$ cat src/rtl/fp_pkg.sv
// Shared types and helpers for the pipelined floating-point multiplier.
package fp_pkg;

  typedef enum logic [1:0] {
    FP_ZERO = 2'd0,
    FP_NORM = 2'd1,
    FP_INF  = 2'd2,
    FP_NAN  = 2'd3
  } fp_class_e;

  localparam int FLG_INV = 3;
  localparam int FLG_OVF = 2;
  localparam int FLG_UNF = 1;
  localparam int FLG_INX = 0;

  function automatic int fp_bias(input int exp_w);
    return (1 << (exp_w - 1)) - 1;
  endfunction

  // Canonical quiet NaN {0, all-ones, 1, 0..0}, right-aligned in a wide vector.
  function automatic logic [127:0] fp_qnan(input int exp_w, input int man_w);
    logic [127:0] q;
    q = ((128'd1 << exp_w) - 128'd1) << man_w;
    q = q | (128'd1 << (man_w - 1));
    return q;
  endfunction

endpackage

$ cat src/rtl/fp_unpack.sv
// Splits one operand into sign/exponent/significand and classifies it.
module fp_unpack
  import fp_pkg::*;
#(
  parameter int EXP_W = 8,
  parameter int MAN_W = 23
) (
  input  logic [EXP_W+MAN_W:0] x,
  output logic                 sign,
  output logic [EXP_W-1:0]     expo,
  output logic [MAN_W:0]       sig,
  output logic [1:0]           cls
);

  logic [MAN_W-1:0] frac;

  assign sign = x[EXP_W+MAN_W];
  assign expo = x[EXP_W+MAN_W-1:MAN_W];
  assign frac = x[MAN_W-1:0];
  assign sig  = {1'b1, frac};

  // Subnormals are flushed: a zero exponent is ZERO regardless of fraction.
  always_comb begin
    cls = FP_NORM;
    if (expo == '0)
      cls = FP_ZERO;
    else if (&expo)
      cls = (frac != '0) ? FP_NAN : FP_INF;
  end

endmodule

$ cat src/rtl/fp_mul_pipe.sv
// 3-stage pipelined FP multiplier with valid/ready handshake and RNE rounding.
// Define FP_MUL_FLAGS_EN to compute and register the exception flags.
module fp_mul_pipe
  import fp_pkg::*;
#(
  parameter int EXP_W = 8,
  parameter int MAN_W = 23,
  parameter int TAG_W = 4
) (
  input  logic                 clk,
  input  logic                 rst,
  input  logic                 in_valid,
  output logic                 in_ready,
  input  logic [EXP_W+MAN_W:0] a,
  input  logic [EXP_W+MAN_W:0] b,
  input  logic [TAG_W-1:0]     in_tag,
  output logic                 out_valid,
  input  logic                 out_ready,
  output logic [EXP_W+MAN_W:0] result,
  output logic [TAG_W-1:0]     out_tag,
  output logic [3:0]           flags
);

  localparam int XLEN = 1 + EXP_W + MAN_W;
  localparam int ES_W = EXP_W + 2;
  localparam int PW   = 2 * MAN_W + 2;
  localparam logic signed [ES_W-1:0] BIAS_S   = ES_W'(fp_bias(EXP_W));
  localparam logic signed [ES_W-1:0] EXP_ALL1 = ES_W'((1 << EXP_W) - 1);
  localparam logic [127:0]           QNAN_W   = fp_qnan(EXP_W, MAN_W);
  localparam logic [XLEN-1:0]        QNAN     = QNAN_W[XLEN-1:0];

  // Returns {carry_out, rounded_fraction}; carry means the significand wrapped to 2.0.
  function automatic logic [MAN_W:0] round_rne(input logic [MAN_W-1:0] frac,
                                               input logic guard, input logic sticky);
    logic up;
    up = guard & (sticky | frac[0]);
    return {1'b0, frac} + {{MAN_W{1'b0}}, up};
  endfunction

  logic advance;
  assign advance  = ~out_valid | out_ready;
  assign in_ready = advance;

  logic             ua_sign, ub_sign;
  logic [EXP_W-1:0] ua_exp, ub_exp;
  logic [MAN_W:0]   ua_sig, ub_sig;
  logic [1:0]       ua_cls, ub_cls;

  fp_unpack #(.EXP_W(EXP_W), .MAN_W(MAN_W)) u_unpack_a (
    .x(a), .sign(ua_sign), .expo(ua_exp), .sig(ua_sig), .cls(ua_cls)
  );
  fp_unpack #(.EXP_W(EXP_W), .MAN_W(MAN_W)) u_unpack_b (
    .x(b), .sign(ub_sign), .expo(ub_exp), .sig(ub_sig), .cls(ub_cls)
  );

  logic signed [ES_W-1:0] exp_sum_s1;
  assign exp_sum_s1 = $signed({2'b00, ua_exp}) + $signed({2'b00, ub_exp}) - BIAS_S;

  // ---- S1: unpack / classify / exponent sum
  logic                   vld_p1, sign_p1;
  fp_class_e              cls_a_p1, cls_b_p1;
  logic signed [ES_W-1:0] exp_p1;
  logic [MAN_W:0]         sig_a_p1, sig_b_p1;
  logic [TAG_W-1:0]       tag_p1;

  always_ff @(posedge clk) begin
    if (rst)
      vld_p1 <= 1'b0;
    else if (advance)
      vld_p1 <= in_valid;
  end

  always_ff @(posedge clk) begin
    if (advance) begin
      sign_p1  <= ua_sign ^ ub_sign;
      cls_a_p1 <= fp_class_e'(ua_cls);
      cls_b_p1 <= fp_class_e'(ub_cls);
      exp_p1   <= exp_sum_s1;
      sig_a_p1 <= ua_sig;
      sig_b_p1 <= ub_sig;
      tag_p1   <= in_tag;
    end
  end

  // ---- S2: significand multiply
  logic                   vld_p2, sign_p2;
  fp_class_e              cls_a_p2, cls_b_p2;
  logic signed [ES_W-1:0] exp_p2;
  logic [PW-1:0]          prod_p2;
  logic [TAG_W-1:0]       tag_p2;

  always_ff @(posedge clk) begin
    if (rst)
      vld_p2 <= 1'b0;
    else if (advance)
      vld_p2 <= vld_p1;
  end

  always_ff @(posedge clk) begin
    if (advance) begin
      sign_p2  <= sign_p1;
      cls_a_p2 <= cls_a_p1;
      cls_b_p2 <= cls_b_p1;
      exp_p2   <= exp_p1;
      prod_p2  <= PW'(sig_a_p1) * PW'(sig_b_p1);
      tag_p2   <= tag_p1;
    end
  end

  // ---- S3: normalise / round / pack
  logic                   hi_s3, guard_s3, sticky_s3;
  logic [PW-2:0]          norm_s3;
  logic [MAN_W:0]         rnd_s3;
  logic signed [ES_W-1:0] exp_fin_s3;
  logic                   is_inv_s3, is_inf_s3, is_zero_s3, is_ovf_s3, is_unf_s3;
  logic [XLEN-1:0]        res_s3;

  // norm_s3 holds the bits below the leading one after the optional 1-bit right shift.
  assign hi_s3      = prod_p2[PW-1];
  assign norm_s3    = hi_s3 ? prod_p2[PW-2:0] : {prod_p2[PW-3:0], 1'b0};
  assign guard_s3   = norm_s3[MAN_W];
  assign sticky_s3  = |norm_s3[MAN_W-1:0];
  assign rnd_s3     = round_rne(norm_s3[PW-2:MAN_W+1], guard_s3, sticky_s3);
  assign exp_fin_s3 = exp_p2 + $signed({{(ES_W-1){1'b0}}, hi_s3})
                             + $signed({{(ES_W-1){1'b0}}, rnd_s3[MAN_W]});

  assign is_inv_s3  = (cls_a_p2 == FP_NAN) || (cls_b_p2 == FP_NAN) ||
                      (cls_a_p2 == FP_INF && cls_b_p2 == FP_ZERO) ||
                      (cls_a_p2 == FP_ZERO && cls_b_p2 == FP_INF);
  assign is_inf_s3  = (cls_a_p2 == FP_INF) || (cls_b_p2 == FP_INF);
  assign is_zero_s3 = (cls_a_p2 == FP_ZERO) || (cls_b_p2 == FP_ZERO);
  assign is_ovf_s3  = exp_fin_s3 >= EXP_ALL1;
  assign is_unf_s3  = exp_fin_s3[ES_W-1] || (exp_fin_s3 == '0);

  always_comb begin
    res_s3 = {sign_p2, exp_fin_s3[EXP_W-1:0], rnd_s3[MAN_W-1:0]};
    if (is_inv_s3)
      res_s3 = QNAN;
    else if (is_inf_s3 || is_ovf_s3)
      res_s3 = {sign_p2, {EXP_W{1'b1}}, {MAN_W{1'b0}}};
    else if (is_zero_s3 || is_unf_s3)
      res_s3 = {sign_p2, {(XLEN-1){1'b0}}};
  end

  logic                 vld_p3;
  logic [XLEN-1:0]      res_p3;
  logic [TAG_W-1:0]     tag_p3;

  always_ff @(posedge clk) begin
    if (rst) begin
      vld_p3 <= 1'b0;
      res_p3 <= '0;
      tag_p3 <= '0;
    end else if (advance) begin
      vld_p3 <= vld_p2;
      res_p3 <= res_s3;
      tag_p3 <= tag_p2;
    end
  end

  assign out_valid = vld_p3;
  assign result    = res_p3;
  assign out_tag   = tag_p3;

`ifdef FP_MUL_FLAGS_EN
  logic [3:0] flg_s3, flg_p3;

  always_comb begin
    flg_s3 = '0;
    if (is_inv_s3)
      flg_s3[FLG_INV] = 1'b1;
    else if (!is_inf_s3 && !is_zero_s3) begin
      if (is_ovf_s3) begin
        flg_s3[FLG_OVF] = 1'b1;
        flg_s3[FLG_INX] = 1'b1;
      end else if (is_unf_s3) begin
        flg_s3[FLG_UNF] = 1'b1;
        flg_s3[FLG_INX] = 1'b1;
      end else
        flg_s3[FLG_INX] = guard_s3 | sticky_s3;
    end
  end

  always_ff @(posedge clk) begin
    if (rst)
      flg_p3 <= '0;
    else if (advance)
      flg_p3 <= flg_s3;
  end

  assign flags = flg_p3;
`else
  assign flags = '0;
`endif

endmodule

$ cat config.mk
export PLATFORM = sky130hd
export DESIGN_NAME = fp_mul_pipe
export DESIGN_NICKNAME = d
export VERILOG_FILES = /design/src/rtl/fp_pkg.sv /design/src/rtl/fp_unpack.sv /design/src/rtl/fp_mul_pipe.sv
export SDC_FILE = /design/constraint.sdc
export NUM_CORES = 2
export LEC_CHECK = 0
export CAP_MARGIN = 0
export CORE_AREA = 2 2 205 287
export DETAILED_ROUTE_END_ITERATION = 8
export DIE_AREA = 0 0 207 289
export PLACE_DENSITY_LB_ADDON = 0.1
export REMOVE_ABC_BUFFERS = 1
export SLEW_MARGIN = 30
export SYNTH_ARGS = -nofsm -noshare
export SYNTH_HDL_FRONTEND = slang
export SYNTH_SLANG_ARGS = --single-unit
$ cat constraint.sdc
create_clock -name clk -period 9.7 [get_ports clk]
set_input_delay 1.455 -clock clk [delete_from_list [all_inputs] [get_ports clk]]
set_output_delay 1.455 -clock clk [all_outputs]
set_load 0.005 [all_outputs]
==> flow_summary.toml <==
[floorplan]
start_util_pct = 44.5
fp-row-count = 104
boundaryPins = 114
die-area_um2 = 59800
die_w_um = 207
core_um2 = 57300
die_h_um = 289

[sta]
finalClockSkew_ns = 0.0157
period_share_pct = 86.5
rsz0062_at_grt = "false"
setup_viol = 0
hold_viol = 0
fin_crit_ns = 8.39
max_freq_mhz = 119
worstMarginPinSlew_ns = 0.938
layout_setup_ws_ns = 1.31
holdWs_ns = 0.417
fin_tns_setup_ns = 0
relSlewSlack_pct = 37.5
slew_viol_final = 0

[finish]
final_cells = 3439
syn2layout_area_growth_pct = 10.5
num_antenna_cells = 0
drive_gt1_share_pct = 4.26
nets = 3430

[route]
drt-total-wl_mm = 73.8
viasPerCell = 5.24
drcViolationCount = 0
ant_nets = 0
vias = 18017
routedWlPerCell_um = 21.5
drt-pass1-iter-count = 5
dr.first_iter.drc_count = 995

[synthesis]
synthArstFlopShare_pct = 0
synth.cell_area_um2 = 25500
yosysUniqueCellTypes = 66
syn_avg_cell_area_um2 = 9.79
ys_warn_count = 0
ys_seq_area_share_pct = 18.6
synth_edf_count = 132
dominantRegCellSynth = "edfxtp_1"
yosys_register_bits = 171
synth_cells = 2605

[cts]
ctsHoldBuffers = 0
post_cts_resize_count = 0
h-tree-depth = 4
root_buffer = "clkbuf_16"
postCtsSetupBuffers = 0
cts_buffers = 17
clock-sinks = 171
cts.clk_slew.worst_paths_ns = 0.07
clk_latency_ns = 0.49
cts_tree = "yes"
clockBufferDepth = 2

[global_routing]
antenna_found_initial = 1
grt_use_total_pct = 25.7
grt_max_degree = 99
grt_pass1_vias = 19887
grt_pass1_wl_mm = 115
globalRouteOverflowTotal = 0

[setup_path]
path_max_fanout = 11
end_kind = "flop"
path_class = "reg2reg"
cp_slowest_stage_delay_ns = 0.78
slowest_stage = "edfxtp_1"
cp.required_ns = 9.93
worstSetupStartpoint = "sig_a_p1[7]"
crit_arrival_ns = 8.62
reg2reg_from = "sig_a_p1[7]"
crit_path_start_kind = "flop"
r2r_slack_ns = 1.31

[place]
post-place-ws_ns = 1.38
io_buffers = 109
gp_congestion = 0.919
dp_hpwl_mm = 59.2
dp_cells = 3406

[outcome]
status = "complete, no violations"

[run]
maxCapViolCount = 0

[worst_hold_path]
hold_path.class = "reg2reg"
min_from = "exp_p1[3]"
-- final cells by class --
class	instances	area, um2
clock inverter	15	176
tap	742	928
fill	5440	29100
timing repair buffer	168	1610
sequential	171	4740
inverter	583	2190
clock buffer	17	425
multi-input combinational	1743	18100
-- worst paths after layout --
path	endpoint	cells past startpoint
max	prod_p2[44]	27
min	exp_p2[3]	0
max reg2reg	prod_p2[44]	27
min reg2reg	exp_p2[3]	0
-- placed cells by master (no fill, tap or decap), types with 20 or more instances in the layout --
cell type	count
nand3_1	29
o21ai_0	27
dfxtp_1	39
nor4_1	22
inv_1	578
fa_1	484
nand2_1	311
and2_1	239
xnor2_1	52
a22o_1	20
a21oi_1	69
clkdlybuf4s50_1	109
edfxtp_1	132
buf_4	47
ha_1	190
xor2_1	30
a21o_1	21
nor2_1	98
-- registers in the layout, indices dropped and copies added, names as in the netlist --
register / flops
prod_p2: 48
result: 32
sig_a_p1: 23
sig_b_p1: 23
exp_p1: 10
exp_p2: 10
out_tag: 4
tag_p1: 4
tag_p2: 4
cls_a_p1: 2
cls_a_p2: 2
cls_b_p1: 2
cls_b_p2: 2
out_valid: 1
sign_p1: 1
sign_p2: 1
vld_p1: 1
vld_p2: 1
-- Yosys cell counts (3+ instances only) --
| cell type | instances | area, um2 |
|---|---|---|
| a211oi_1 | 7 | 52.6 |
| a21o_1 | 21 | 158 |
| a21oi_1 | 69 | 345 |
| a22o_1 | 20 | 175 |
| a31oi_1 | 5 | 31.3 |
| and2_1 | 239 | 1500 |
| and3_1 | 4 | 25.0 |
| and4_4 | 3 | 33.8 |
| buf_4 | 6 | 45.0 |
| buf_6 | 5 | 56.3 |
| clkbuf_1 | 97 | 364 |
| clkinv_1 | 5 | 18.8 |
| dfxtp_1 | 39 | 781 |
| edfxtp_1 | 132 | 3960 |
| fa_1 | 484 | 9690 |
| ha_1 | 190 | 2380 |
| inv_1 | 578 | 2170 |
| mux2_2 | 3 | 33.8 |
| mux2i_1 | 17 | 170 |
| nand2_1 | 311 | 1170 |
| nand2b_1 | 7 | 43.8 |
| nand3_1 | 29 | 145 |
| nand4_1 | 16 | 100 |
| nor2_1 | 98 | 368 |
| nor2b_1 | 10 | 62.6 |
| nor3_1 | 14 | 70.1 |
| nor4_1 | 22 | 138 |
| o21a_1 | 6 | 45.0 |
| o21ai_0 | 27 | 135 |
| o21bai_1 | 10 | 75.1 |
| xnor2_1 | 52 | 455 |
| xor2_1 | 30 | 263 |
-- metal layers --
metal	vias to the layer above	wire (um)	global-route usage, %
li1	8074	-	-
met1	9287	29500	30.7
met2	496	37800	46.4
met3	160	3070	3.48
met4	0	3520	11.6
met5	-	0	0
-- critical path, delay by kind of cell (launching register included) --
| family | cells | cell delay [ns] |
|---|---|---|
| XOR/XNOR | 1 | 0.11 |
| adder cells (fa/ha/maj) | 8 | 3.89 |
| flip-flops | 1 | 0.78 |
| AND/OR/NAND/NOR | 5 | 0.90 |
| buffers and inverters | 8 | 1.04 |
| AO/OA/AOI/OAI | 5 | 1.38 |
-- per-stage QoR --
step / cell area (um2) / utilization, %
final: 28200 / 49.2
after global routing: 28200 / 49.2
after CTS: 28200 / 49.2
after detailed placement: 27600 / 48.1
after global placement: 27400 / 47.9
after floorplan: 25000 / -
-- cell families (layout without fill, tap and decap cells) --
kind of cell    after synthesis  count (layout)  share of synthesized area [%]
flops                       171             171                           18.6
fa+ha+maj                   674             674                           47.3
simple gates                770             770                           15.0
mux                          21              21                          0.844
other cells                   1               4                         0.0147
buf+inv                     694             783                           10.5
compound gates              192             192                           4.98
xor+xnor                     82              82                           2.82
Power is not shown: default switching activity piles up to over one toggle a cycle in this logic, so the estimate is an artifact.
